===== src/rtl/bus_arbiter_rr_if.sv =====
// Shared-slave bus between N masters, the round-robin arbiter
// and one slave; packed per-master address/data lanes.
interface bus_arbiter_rr_if #(
  parameter int N_MASTERS = 4,
  parameter int ADDR_W    = 8,
  parameter int DATA_W    = 32
);
  logic [N_MASTERS-1:0]        m_req;
  logic [N_MASTERS-1:0]        m_valid;
  logic [N_MASTERS-1:0]        m_we;
  logic [N_MASTERS*ADDR_W-1:0] m_addr;
  logic [N_MASTERS*DATA_W-1:0] m_wdata;
  logic [N_MASTERS-1:0]        m_gnt;
  logic [N_MASTERS-1:0]        m_ready;
  logic [N_MASTERS-1:0]        m_err;
  logic [DATA_W-1:0]           m_rdata;
  logic                        s_valid;
  logic                        s_we;
  logic [ADDR_W-1:0]           s_addr;
  logic [DATA_W-1:0]           s_wdata;
  logic                        s_ready;
  logic [DATA_W-1:0]           s_rdata;

  modport arb (
    input  m_req, m_valid, m_we, m_addr, m_wdata,
    input  s_ready, s_rdata,
    output m_gnt, m_ready, m_err, m_rdata,
    output s_valid, s_we, s_addr, s_wdata
  );

  modport master (
    output m_req, m_valid, m_we, m_addr, m_wdata,
    input  m_gnt, m_ready, m_err, m_rdata
  );

  modport slave (
    input  s_valid, s_we, s_addr, s_wdata,
    output s_ready, s_rdata
  );
endinterface


===== src/rtl/bus_arbiter_rr.sv =====
// Round-robin bus arbiter: burst ownership, owner-to-slave mux,
// stall timeout abort.
module bus_arbiter_rr #(
  parameter int N_MASTERS = 4,
  parameter int ADDR_W    = 8,
  parameter int DATA_W    = 32,
  parameter int TIMEOUT   = 16
) (
  input  logic          clk,
  input  logic          reset,
  bus_arbiter_rr_if.arb bus
);
  localparam int IW = (N_MASTERS > 1) ? $clog2(N_MASTERS) : 1;
  localparam int CW = $clog2(TIMEOUT + 1);
  localparam logic [N_MASTERS-1:0] ONE = 1;

  typedef enum logic {IDLE, OWNED} state_t;

  state_t               r_state;
  logic [IW-1:0]        r_owner;
  logic [IW-1:0]        r_ptr;
  logic [N_MASTERS-1:0] r_gnt;
  logic [CW-1:0]        r_cnt;

  logic [IW-1:0] w_sel;
  logic [IW-1:0] w_nxt;
  logic          w_any;
  logic          w_own;
  logic          w_valid;
  logic          w_stall;
  logic          w_done;
  logic          w_tmo;
  logic          w_rel;

  function automatic logic [IW-1:0] rr_idx(
    input logic [IW-1:0] p,
    input int            i
  );
    int s;
    s = int'(p) + i;
    if (s >= N_MASTERS) s = s - N_MASTERS;
    return IW'(s);
  endfunction

  // Scan from the highest offset down so the lowest offset wins.
  always_comb begin
    w_any = 1'b0;
    w_sel = '0;
    for (int i = N_MASTERS - 1; i >= 0; i--) begin
      if (bus.m_req[rr_idx(r_ptr, i)]) begin
        w_any = 1'b1;
        w_sel = rr_idx(r_ptr, i);
      end
    end
  end

  assign w_nxt = (r_owner == IW'(N_MASTERS - 1)) ?
                 '0 : r_owner + 1'b1;

  assign w_own   = (r_state == OWNED);
  assign w_valid = w_own & bus.m_valid[r_owner] & r_gnt[r_owner];
  assign w_stall = w_valid & ~bus.s_ready;
  assign w_done  = w_valid & bus.s_ready;
  assign w_tmo   = w_stall & (r_cnt == CW'(TIMEOUT - 1));
  assign w_rel   = ~bus.m_req[r_owner] & ~w_stall;

  assign bus.m_gnt   = r_gnt;
  assign bus.m_ready = r_gnt & {N_MASTERS{w_done}};
  assign bus.m_err   = r_gnt & {N_MASTERS{w_tmo}};
  assign bus.m_rdata = w_own ? bus.s_rdata : '0;
  assign bus.s_valid = w_valid;
  assign bus.s_we    = w_own & bus.m_we[r_owner];
  assign bus.s_addr  = w_own ?
                       bus.m_addr[r_owner*ADDR_W +: ADDR_W] : '0;
  assign bus.s_wdata = w_own ?
                       bus.m_wdata[r_owner*DATA_W +: DATA_W] : '0;

  always_ff @(posedge clk or posedge reset) begin
    if (reset) begin
      r_state <= IDLE;
      r_owner <= '0;
      r_ptr   <= '0;
      r_gnt   <= '0;
      r_cnt   <= '0;
    end else begin
      unique case (r_state)
        IDLE: begin
          r_cnt <= '0;
          if (w_any) begin
            r_state <= OWNED;
            r_owner <= w_sel;
            r_gnt   <= ONE << w_sel;
          end
        end
        OWNED: begin
          if (w_tmo || w_rel) begin
            r_state <= IDLE;
            r_gnt   <= '0;
            r_ptr   <= w_nxt;
            r_cnt   <= '0;
          end else if (w_stall) begin
            r_cnt <= r_cnt + 1'b1;
          end else begin
            r_cnt <= '0;
          end
        end
        default: r_state <= IDLE;
      endcase
    end
  end
endmodule

===== src/flat_wrapper.sv =====
// flat-port wrapper written by rule: the top's interface ports become plain ports
module bus_arbiter_rr_flat 
#(
  parameter int N_MASTERS = 4,
  parameter int ADDR_W    = 8,
  parameter int DATA_W    = 32,
  parameter int TIMEOUT   = 16
)
  (clk, reset, bus_m_req, bus_m_valid, bus_m_we, bus_m_addr, bus_m_wdata, bus_s_ready, bus_s_rdata, bus_m_gnt, bus_m_ready, bus_m_err, bus_m_rdata, bus_s_valid, bus_s_we, bus_s_addr, bus_s_wdata);
  bus_arbiter_rr_if #(.N_MASTERS(N_MASTERS), .ADDR_W(ADDR_W), .DATA_W(DATA_W)) bus_i ();
  input  logic clk;
  input  logic reset;
  input wire logic [$bits(bus_i.m_req)-1:0] bus_m_req;
  input wire logic [$bits(bus_i.m_valid)-1:0] bus_m_valid;
  input wire logic [$bits(bus_i.m_we)-1:0] bus_m_we;
  input wire logic [$bits(bus_i.m_addr)-1:0] bus_m_addr;
  input wire logic [$bits(bus_i.m_wdata)-1:0] bus_m_wdata;
  input wire logic [$bits(bus_i.s_ready)-1:0] bus_s_ready;
  input wire logic [$bits(bus_i.s_rdata)-1:0] bus_s_rdata;
  output wire logic [$bits(bus_i.m_gnt)-1:0] bus_m_gnt;
  output wire logic [$bits(bus_i.m_ready)-1:0] bus_m_ready;
  output wire logic [$bits(bus_i.m_err)-1:0] bus_m_err;
  output wire logic [$bits(bus_i.m_rdata)-1:0] bus_m_rdata;
  output wire logic [$bits(bus_i.s_valid)-1:0] bus_s_valid;
  output wire logic [$bits(bus_i.s_we)-1:0] bus_s_we;
  output wire logic [$bits(bus_i.s_addr)-1:0] bus_s_addr;
  output wire logic [$bits(bus_i.s_wdata)-1:0] bus_s_wdata;
  assign bus_i.m_req = bus_m_req;
  assign bus_i.m_valid = bus_m_valid;
  assign bus_i.m_we = bus_m_we;
  assign bus_i.m_addr = bus_m_addr;
  assign bus_i.m_wdata = bus_m_wdata;
  assign bus_i.s_ready = bus_s_ready;
  assign bus_i.s_rdata = bus_s_rdata;
  assign bus_m_gnt = bus_i.m_gnt;
  assign bus_m_ready = bus_i.m_ready;
  assign bus_m_err = bus_i.m_err;
  assign bus_m_rdata = bus_i.m_rdata;
  assign bus_s_valid = bus_i.s_valid;
  assign bus_s_we = bus_i.s_we;
  assign bus_s_addr = bus_i.s_addr;
  assign bus_s_wdata = bus_i.s_wdata;
  bus_arbiter_rr #(.N_MASTERS(N_MASTERS), .ADDR_W(ADDR_W), .DATA_W(DATA_W), .TIMEOUT(TIMEOUT)) u_core (.clk(clk), .reset(reset), .bus(bus_i));
endmodule

===== config.mk =====
export PLATFORM = sky130hd
export DESIGN_NAME = bus_arbiter_rr_flat
export DESIGN_NICKNAME = d
export VERILOG_FILES = /design/src/rtl/bus_arbiter_rr_if.sv /design/src/rtl/bus_arbiter_rr.sv /design/src/flat_wrapper.sv
export SDC_FILE = /design/constraint.sdc
export NUM_CORES = 1
export LEC_CHECK = 0
export ABC_AREA = 1
export CAP_MARGIN = 20
export CELL_PAD_IN_SITES_DETAIL_PLACEMENT = 1
export CELL_PAD_IN_SITES_GLOBAL_PLACEMENT = 1
export CORE_MARGIN = 2
export CORE_UTILIZATION = 14
export DETAILED_ROUTE_END_ITERATION = 12
export PLACE_DENSITY_LB_ADDON = 0.1
export SETUP_SLACK_MARGIN = 0.05
export SYNTH_ARGS = -nofsm -noshare
export SYNTH_HDL_FRONTEND = slang
export SYNTH_SLANG_ARGS = --single-unit

===== constraint.sdc =====
create_clock -name clk -period 1.55 [get_ports clk]
set_clock_uncertainty 0.1 [all_clocks]
set_input_delay 0.155 -clock clk [delete_from_list [all_inputs] [get_ports clk]]
set_output_delay 0.155 -clock clk [all_outputs]
set_load 0.01 [all_outputs]

==> results.toml <==
[floorplanning]
die_h_um = 142
initial_utilization_pct = 14.2
core-area_mm2 = 0.0186
die_area_mm2 = 0.0201
io_pins = 293
fp.dieW_um = 142
rows = 50

[pwr]
power_frac_seq_pct = 5.6
p_sw_uw = 5490
pwr-share-comb_pct = 89.5
vdd_drop_max_mv = 0.479
p_int_uw = 5550
p_total_uw = 11000
p_per_area_mw_per_mm2 = 1600
swShare_pct = 49.7
power_frac_clock_pct = 4.9
leakagePower_uw = 0.00316

[logic_synthesis]
ys_warn_count = 0
synth_seq_cells = 14
avgSynthCellArea_um2 = 4.97
synth_fp_nets = 743
yosysSeqAreaShare_pct = 13.2
synthCells = 533
yosysUniqueCellTypes = 26
syn-cell-area_mm2 = 0.00265

[setup_path]
worst_r2r_path_depth = 13
rr_startpoint = "u_core.r_owner[0]"
path_delay_family = "simple AND/OR/NAND/NOR gates"
crit_path_max_incr_delay_ps = 420
critical_path_class = "flip-flop to output pin"
start_kind = "flip-flop"
crit_cells = 10
slowest_stage = "dfrtp_2"
path_max_fanout = 6
cp.buffers_inverters = 4
r2r_slack_ps = -340
cp_common_cell = "nand2_4"
crit_chain = "buf_8 -> buf_12 -> nand2_4 -> nand3_4 -> nand2_4 -> nand2_1 -> inv_2 -> nand2_4 -> nor2_4 -> buf_6"
worstPathRequired_ps = 1290
worstReg2RegEnd = "u_core.r_ptr[0]"
cp.arrival_ps = 1630
end_kind = "output pin"

[drt]
firstDrtPassIters = 4
drc = 0
drt_iter0_markers = 64
drt-total-wl_um = 18500
postRouteAntennaNets = 0
viasPerCell = 4.26
vias = 4662
wl_per_cell_um = 16.9

[final_layout]
layout.cells.non_filler = 1095
final_util_pct = 36.9
layout_commonest_cell = "clkdlybuf4s50_1"
layout_common_cells = "206 x clkdlybuf4s50_1, 131 x nor2_1, 66 x buf_2"
drive_gt1_share_pct = 31.9
antenna_cells = 0
areaGrowthSynthToFinish_pct = 159
fin_nets = 1072

[grt]
first_global_vias = 4897
grt_start_max_net_pins = 32
grt_first_pass_wirelength_um = 26800
overflow = 0
grt_antenna_before_repair = 0
globalRouteTotalUtil_pct = 17.2

[timing]
maxSlewHeadroom_pct = 81.6
finalHoldViolCount = 0
finalSetupViolations = 63
max_freq_ghz = 0.530
setup_ws_ps = -337
timing.final.max_slew_violations = 0
tightest_slew_ps = 275
fin_crit_sh_pct = 122
rsz0062_at_grt = "true"
period_needed_ps = 1890

[place]
placedCellCount = 1065
globalplace.congestion = 0.812
port_buffers = 292
dpl.hpwl_um = 14200

[clock_network]
numCtsBuffers = 3
cts_sinks = 14
clk_latency_ps = 240
cts_root_buf = "clkbuf_16"
clk_pin_slew_worst_paths_ps = 50
htreeDepth = 1
clk_path_buf_depth = 2
cts_tree = "built"

[flow_run]
max-cap-violations = 0

[outcome]
violations = "setup timing"
status = "finished, violations left"

[worst_hold_path]
hold_path_class = "input port to asynchronous set/reset pin"
how the worst max path moves through the flow:
stage	start	end	slack, ps
finish	u_core.r_owner[0]	bus_m_ready[2]	-340
detailed placement	bus_m_valid[0]	bus_m_err[1]	-560
CTS	u_core.r_owner[0]	bus_m_err[1]	-350
global placement	bus_m_valid[0]	bus_m_err[2]	-520
global route	u_core.r_owner[0]	bus_m_err[2]	-410
floorplan	u_core.r_cnt[0]	u_core.r_ptr[1]	20
worst min-delay path: stages:
cell	delay [ps]
clkdlybuf4s50_1	400
inv_1	50
buf_4	220
cell usage after synthesis:
master    number  area, um^2
o21ai_1        5        25.0
inv_4          2        12.5
ha_1           3        37.5
buf_2         10        50.1
xnor2_1        1        8.76
o21ai_2        3        26.3
a21oi_1       44         220
clkinv_1       1        3.75
and3_1         1        6.26
xor2_1         1        8.76
nand3_2        3        30.0
clkbuf_1      21        78.8
o21ai_0       87         435
nand3_4        1        17.5
dfrtp_1       14         350
nor2_1       183         687
buf_6          3        33.8
nand2_4        1        11.3
inv_2          2        7.51
inv_1         54         203
nand4_4        1        21.3
buf_1          3        11.3
a21boi_2       1        11.3
nand2_2        4        25.0
nand3_1       11        55.1
nand2_1       73         274
per-layer routing:
layer  vias to the layer above  wire length [um]  GRT usage (%)
met5                         -                 0              0
met4                         0               288           2.74
met3                        18              1250           4.02
met2                       157             10100           34.5
met1                      2154              6860           18.3
li1                       2333                 -              -
cell type report:
class / instances / area (um^2)
Clock buffer: 4 / 88.8
Inverter: 59 / 239
Timing Repair Buffer: 361 / 3570
Multi-Input combinational cell: 423 / 2340
Fill cell: 2356 / 11800
Tap cell: 234 / 293
Sequential cell: 14 / 354
metrics by stage:
stage               hold slack [ps]  instance area, um^2  setup TNS, ps  setup WS, ps
CTS                             129                 6600         -14360          -348
floorplan                     -55.8                 2720              0          18.7
detailed placement              376                 6210         -27610          -564
global route                    138                 6880         -19930          -409
global placement                375                 6210         -25650          -520
finish                          118                 6880         -14990          -337
power by group through the flow:
| stage | clock network (uW) | registers (uW) | logic (uW) |
|---|---|---|---|
| floorplan | 0 | 574 | 4140 |
| global placement | 0 | 612 | 8350 |
| detailed placement | 0 | 613 | 8440 |
| CTS | 548 | 601 | 9410 |
| global route | 568 | 635 | 10800 |
| finish | 542 | 619 | 9880 |
what timing repair did:
action	in CTS	in global routing
cloned	8	4
resized for setup	477	78
pin swaps	39	41
endpoints found under the setup margin	99	97
hold buffers	0	0
buffers inserted	13	4
flip-flops by register name, indices dropped and copies added, names as in the netlist:
register and count:
u_core.r_state 1, u_core.r_cnt 5, u_core.bus.m_gnt 4, u_core.r_ptr 2, u_core.r_owner 2
logic make-up after synthesis:
kind of cell    Yosys count  synth area share (%)
compound gates          140                  27.1
simple gates            278                  42.5
buf+inv                  96                  15.1
fa+ha+maj                 3                  1.42
flops                    14                  13.2
xor+xnor                  2                 0.661
Note: power is estimated with default switching activity, not from simulation.
